## src/rtl/router_reg.sv

```systemverilog
// ---------------------------------------------------------------------------
// router_reg
//   Datapath register stage of the 1x3 router. Sits between the router FSM and
//   the three output FIFOs. It turns the FSM state strobes into the byte that
//   is written to the selected FIFO. It keeps the header across the
//   DECODE_ADDRESS -> LOAD_FIRST_DATA hand-off and parks one byte while the
//   FIFO is full. It also tracks packet parity and reports completion and
//   errors back to the FSM.
//
// Ports
//   clock         rising-edge system clock
//   reset         asynchronous, active-high reset
//   pkt_valid     source packet-valid (low on the parity byte)
//   data_in       source byte; header address in [1:0]
//   fifo_full     full flag of the selected output FIFO
//   detect_add    FSM strobe: DECODE_ADDRESS
//   lfd_state     FSM strobe: LOAD_FIRST_DATA
//   ld_state      FSM strobe: LOAD_DATA
//   full_state    FSM strobe: FIFO_FULL_STATE
//   laf_state     FSM strobe: LOAD_AFTER_FULL
//   rst_int_reg   FSM strobe: CHECK_PARITY_ERROR
//   dout          registered byte to the output FIFOs
//   parity_done   parity byte captured, packet complete
//   low_pkt_valid pkt_valid fell during LOAD_DATA
//   err           parity mismatch for the current packet
// ---------------------------------------------------------------------------
module router_reg #(
    parameter int WIDTH = 8
) (
    input  logic             clock,
    input  logic             reset,
    input  logic             pkt_valid,
    input  logic [WIDTH-1:0] data_in,
    input  logic             fifo_full,
    input  logic             detect_add,
    input  logic             lfd_state,
    input  logic             ld_state,
    input  logic             full_state,
    input  logic             laf_state,
    input  logic             rst_int_reg,
    output logic [WIDTH-1:0] dout,
    output logic             parity_done,
    output logic             low_pkt_valid,
    output logic             err
);

    // Internal state
    logic [WIDTH-1:0] hold_header;
    logic [WIDTH-1:0] full_byte;
    logic [WIDTH-1:0] internal_parity;
    logic [WIDTH-1:0] packet_parity;

    // Next-state values
    logic [WIDTH-1:0] hold_header_nxt;
    logic [WIDTH-1:0] dout_nxt;
    logic [WIDTH-1:0] full_byte_nxt;
    logic [WIDTH-1:0] internal_parity_nxt;
    logic [WIDTH-1:0] packet_parity_nxt;
    logic             low_pkt_valid_nxt;
    logic             parity_done_nxt;
    logic             err_nxt;

    // Qualified strobes
    logic hdr_load;
    logic parity_byte;

    // Address 2'b11 is not a valid destination. Such a header never reaches
    // hold_header.
    assign hdr_load    = detect_add && pkt_valid && (data_in[1:0] != 2'b11);
    // The parity byte is the LOAD_DATA byte that arrives with pkt_valid low.
    assign parity_byte = ld_state && !pkt_valid;

    // -----------------------------------------------------------------------
    // Header capture
    // -----------------------------------------------------------------------
    always_comb begin
        hold_header_nxt = hold_header;
        if (hdr_load)
            hold_header_nxt = data_in;
    end

    // -----------------------------------------------------------------------
    // Output byte / park register
    // A byte that arrives while the FIFO is full goes to full_byte instead of
    // dout. LOAD_AFTER_FULL then replays it. In FIFO_FULL_STATE both registers
    // are frozen.
    // -----------------------------------------------------------------------
    always_comb begin
        dout_nxt      = dout;
        full_byte_nxt = full_byte;
        if (lfd_state)
            dout_nxt = hold_header;
        else if (ld_state && !fifo_full)
            dout_nxt = data_in;
        else if (ld_state)
            full_byte_nxt = data_in;
        else if (laf_state)
            dout_nxt = full_byte;
        else if (full_state) begin
            dout_nxt      = dout;
            full_byte_nxt = full_byte;
        end
    end

    // -----------------------------------------------------------------------
    // Parity tracking
    // A payload byte is folded in when it is accepted in LOAD_DATA, even if
    // it is being parked. LOAD_AFTER_FULL only replays the byte, so the byte
    // is counted once.
    // -----------------------------------------------------------------------
    always_comb begin
        internal_parity_nxt = internal_parity;
        if (detect_add)
            internal_parity_nxt = '0;
        else if (lfd_state)
            internal_parity_nxt = internal_parity ^ hold_header;
        else if (ld_state && pkt_valid)
            internal_parity_nxt = internal_parity ^ data_in;
    end

    always_comb begin
        packet_parity_nxt = packet_parity;
        if (detect_add)
            packet_parity_nxt = '0;
        else if (parity_byte)
            packet_parity_nxt = data_in;
    end

    // -----------------------------------------------------------------------
    // Status flags back to the FSM
    // -----------------------------------------------------------------------
    always_comb begin
        low_pkt_valid_nxt = low_pkt_valid;
        if (rst_int_reg)
            low_pkt_valid_nxt = 1'b0;
        else if (parity_byte)
            low_pkt_valid_nxt = 1'b1;
    end

    // If the parity byte was parked, the packet is not complete until
    // LOAD_AFTER_FULL has pushed that byte out.
    always_comb begin
        parity_done_nxt = parity_done;
        if (detect_add)
            parity_done_nxt = 1'b0;
        else if ((parity_byte && !fifo_full) ||
                 (laf_state && low_pkt_valid && !parity_done))
            parity_done_nxt = 1'b1;
    end

    // The compare runs one cycle after parity_done. At that point both
    // parity registers are settled. err then stays set until the next
    // packet starts loading.
    always_comb begin
        err_nxt = err;
        if (lfd_state)
            err_nxt = 1'b0;
        else if (parity_done && (internal_parity != packet_parity))
            err_nxt = 1'b1;
    end

    // -----------------------------------------------------------------------
    // State registers
    // -----------------------------------------------------------------------
    always_ff @(posedge clock or posedge reset) begin
        if (reset) begin
            hold_header     <= '0;
            full_byte       <= '0;
            internal_parity <= '0;
            packet_parity   <= '0;
            dout            <= '0;
            parity_done     <= 1'b0;
            low_pkt_valid   <= 1'b0;
            err             <= 1'b0;
        end else begin
            hold_header     <= hold_header_nxt;
            full_byte       <= full_byte_nxt;
            internal_parity <= internal_parity_nxt;
            packet_parity   <= packet_parity_nxt;
            dout            <= dout_nxt;
            parity_done     <= parity_done_nxt;
            low_pkt_valid   <= low_pkt_valid_nxt;
            err             <= err_nxt;
        end
    end

endmodule

```

## config.mk

```make
export PLATFORM = sky130hd
export DESIGN_NAME = router_reg
export DESIGN_NICKNAME = d
export VERILOG_FILES = /design/src/rtl/router_reg.sv
export SDC_FILE = /design/constraint.sdc
export NUM_CORES = 1
export LEC_CHECK = 0
export CORE_UTILIZATION = 60
export CTS_BUF_LIST = sky130_fd_sc_hd__clkbuf_8
export DETAILED_ROUTE_END_ITERATION = 6
export PLACE_DENSITY_LB_ADDON = 0.25
export RECOVER_POWER = 100
export SLEW_MARGIN = 20
export SYNTH_ARGS = -nofsm -noshare
export SYNTH_HDL_FRONTEND = slang
export SYNTH_SLANG_ARGS = --single-unit
```

## constraint.sdc

```tcl
create_clock -name clock -period 2.2 [get_ports clock]
set_input_delay 0.55 -clock clock [delete_from_list [all_inputs] [get_ports clock]]
set_output_delay 0.55 -clock clock [all_outputs]
set_load 0.05 [all_outputs]
```

==> summary.md, run 1 <==
| Metric | Value |
|---|---|
| Worst hold slack | `487 ps` |
| Post-cts resize count | `0` |
| Vias per inst | `5.75` |
| Number of buffers inserted by hold repair at cts | `0` |
| Setup skew after layout | `4.11 ps` |
| Antenna violations before repair | `0` |
| Leakage | `0.00109 uW` |
| Post-Route WL | `4310 um` |
| Count of different cell masters after synthesis | `29` |
| CORE AREA | `3150 um^2` |
| Final instance area | `2460 um^2` |
| Worst-skew pair later-pin latency | `290 ps` |
| Mapped Nets | `209` |
| Die ar. | `3670 um^2` |
| Cell Area, Synth | `2060 um^2` |
| Met2 Use GR | `0.488` |
| Maximum number of pins on one net before global-route repair | `44` |
| Max cap viols | `0` |
| Outcome | `completed` |
| Initial Utilization | `0.653` |
| Crit share post-route | `0.950` |
| WS Path Type | `flop to output pin` |
| Gr busiest metal | `met2` |
| Final TNS setup | `0 ps` |
| Least-Margin Pin Slew | `1050 ps` |
| RSZ-0062 raised after global routing | `false` |
| Post-CTS Setup Repair Bufs | `0` |
| CP max stage cell | `dlygate4sd3_1` |
| CP cell instances | `dlygate4sd3_1` |
| Post-layout util | `0.781` |
| WP data arrival | `1540 ps` |
| DP Area | `2380 um^2` |
| All-Layer GR Usage | `0.277` |
| Vias in the first global route | `1566` |
| Final net count | `241` |
| Crit path time final | `2090 ps` |
| Clock Path Buffers | `2` |
| HPWL Detailed | `3030 um` |
| F_max | `478 MHz` |
| Clock transition at path regs | `70 ps` |
| Pwr Density | `820 nW/um^2` |
| Final Max Tran Viols | `0` |
| Synthesized flop and latch total | `43` |
| Final setup viols | `0` |
| Share of post-route cells with drive strength above 1 | `0.156` |
| Grt met1 use | `0.331` |
| Post-synthesis sequential area ratio | `0.522` |
| Met3 Use GR | `0.0682` |
| Die X | `60.6 um` |
| Slowest stage delay, CP | `880 ps` |
| I/O pin cnt | `29` |
| WP buf/inv | `1` |
| DR DRC count | `0` |
| Max FO, Critical Path | `3` |
| # port buffers | `27` |
| CTS buffer count | `5` |
| Slew Limit Headroom | `0.303` |
| Critical Path RT | `1650 ps` |
| Cells after synthesis | `191` |
| TritonCTS clock tree | `built` |
| Final hold violations | `0` |
| Fill count | `228` |
| Ys Warns | `0` |
| CP Launch Type | `flop` |
| Starting DRC count in detailed routing | `131` |
| Peak VDD IR | `535 uV` |
| Crit path capture type | `output pin` |
| Die Ht | `60.6 um` |
| Worst hold path class | `flop to flop` |
| H-tree lvl count | `2` |
| Layout area overhead | `19.6%` |
| Crit path max-delay family | `buffers and inverters` |
| Via count | `1542` |
| Avg Synthesized Cell Area | `10.8 um^2` |
| Clock sinks | `43` |
| Final antenna-violating net count | `0` |
| Site row count | `20` |
| Global placement routability congestion | `0.768` |
| Ant diodes | `0` |
| Global-route wire length before repair | `7220 um` |
| Total grt overflow | `0` |
| Clock root cell | `clkbuf_8` |
| WL/cell | `16.1 um` |
| Pre-antenna DRT Iters | `4` |
[worst register-to-register path: stages, from the launching register on]
cell and delay, ps:
dfrtp_1 420, xnor2_1 240, nand4_1 120, o21ai_0 170
o21ai_0 100
[power by group]
part	internal (uW)	switching, uW
combinational	220	285
sequential	905	83.0
clock	281	245
[cells in the mapped netlist (all sizes together)]
cell type,number,area share
nand4,2,0.0061
a22oi,8,0.034
nor2,24,0.044
inv,3,0.0055
mux2,16,0.087
mux2i,2,0.0097
a21o,1,0.0036
or2b,1,0.0036
o21ai,4,0.012
xor2,8,0.034
nor3,1,0.0079
nor2b,4,0.016
clkbuf,3,0.0061
a221o,6,0.029
o22a,6,0.026
a21oi,8,0.019
dfrtp,43,0.52
nand3b,1,0.0055
buf,9,0.030
and3b,1,0.0043
xnor2,8,0.034
a211oi,1,0.0036
nand2,31,0.056
[worst paths after layout]
kind | endpoint | startpoint | cells past startpoint | slack, ps
setup / recovery | low_pkt_valid | low_pkt_valid | 1 | 110
hold / removal | dout[7] | dout[7] | 2 | 490
setup reg to reg | err | internal_parity[1] | 4 | 1000
hold reg to reg | dout[7] | dout[7] | 2 | 490
max in group asynchronous | internal_parity[4] | reset | 3 | 540
min in group asynchronous | packet_parity[0] | reset | 3 | 1030
[per-layer routing]
layer  routed length [um]  share of wire  vias up
met5                    0              0        -
met4                   59          0.014        0
met3                  249          0.058        7
met2                 2250           0.52       52
met1                 1760           0.41      761
li1                     -              -      722
[layout make-up]
type	instances	area [um^2]	area share
clock buffers	7	96.3	0.0391
well taps	44	55.1	0.0224
flip-flops and latches	43	1080	0.437
multi-input cells	133	883	0.359
clock inverters	1	3.75	0.00152
inverters	3	11.3	0.00457
repair buffers	37	337	0.137
[cell usage in the layout, fill, tap and decap left out]
| cell | netlist | final |
|---|---|---|
| nor2_1 | 24 | 24 |
| and3b_1 | 1 | 1 |
| clkbuf_8 | 0 | 7 |
| a22oi_1 | 6 | 8 |
| nand2_1 | 31 | 31 |
| buf_4 | 2 | 7 |
| a221o_1 | 6 | 6 |
| o21ai_0 | 3 | 3 |
| o22a_1 | 6 | 6 |
| clkbuf_2 | 1 | 2 |
| a211oi_1 | 1 | 1 |
| inv_1 | 3 | 4 |
| xor2_1 | 8 | 8 |
| nand3b_1 | 0 | 1 |
| nor3_4 | 1 | 1 |
| a21o_1 | 1 | 1 |
| mux2i_1 | 2 | 2 |
| nand4_1 | 2 | 2 |
| dfrtp_1 | 43 | 43 |
| a21oi_1 | 8 | 8 |
| mux2_2 | 16 | 16 |
| clkdlybuf4s50_1 | 0 | 12 |
| o21ai_2 | 1 | 1 |
| nor2b_4 | 1 | 1 |
| or2b_1 | 1 | 1 |
| nor2b_1 | 3 | 3 |
| dlygate4sd3_1 | 0 | 15 |
| xnor2_1 | 8 | 8 |
| clkbuf_1 | 2 | 1 |
[cells by family after synthesis]
family | share of synthesized area
AO/OA/AOI/OAI | 0.127
buffers and inverters | 0.0419
AND/OR/NAND/NOR | 0.143
XOR/XNOR | 0.0680
flip-flops | 0.522
multiplexers | 0.0972
[registers in the layout (all words and copies together), names as in the netlist]
signal	cells
internal_parity	8
dout	8
low_pkt_valid	1
parity_done	1
packet_parity	8
hold_header	8
full_byte	8
err	1
[metrics by stage]
step / worst slack [ps] / power (uW) / cells
after global routing: 65.8 / 2110 / 268
after detailed placement: 75.9 / 1530 / 260
after CTS: 163 / 2060 / 268
final: 110 / 2020 / 268
after floorplan: 647 / 1350 / 191
after global placement: 128 / 1500 / 260
No activity file was read; power rests on OpenSTA's default activity.
==> run 2, diff against run 1 <==
--- a/config.mk
+++ b/config.mk
@@ -7,10 +7,11 @@
 export LEC_CHECK = 0
 export CORE_UTILIZATION = 60
 export CTS_BUF_LIST = sky130_fd_sc_hd__clkbuf_8
+export CTS_CLUSTER_SIZE = 24
 export DETAILED_ROUTE_END_ITERATION = 6
 export PLACE_DENSITY_LB_ADDON = 0.25
 export RECOVER_POWER = 100
-export SLEW_MARGIN = 20
+export SLEW_MARGIN = 40
 export SYNTH_ARGS = -nofsm -noshare
 export SYNTH_HDL_FRONTEND = slang
 export SYNTH_SLANG_ARGS = --single-unit
==> results of run 2 <==
Same layout as run 1: the final DEF is identical, and so are final timing and power.
==> run 3, diff against run 2 <==
--- a/config.mk
+++ b/config.mk
@@ -11,7 +11,7 @@
 export DETAILED_ROUTE_END_ITERATION = 6
 export PLACE_DENSITY_LB_ADDON = 0.25
 export RECOVER_POWER = 100
-export SLEW_MARGIN = 40
+export SLEW_MARGIN = 0
 export SYNTH_ARGS = -nofsm -noshare
 export SYNTH_HDL_FRONTEND = slang
 export SYNTH_SLANG_ARGS = --single-unit
==> results of run 3 <==
Same layout as run 1: the final DEF is identical, and so are final timing and power.
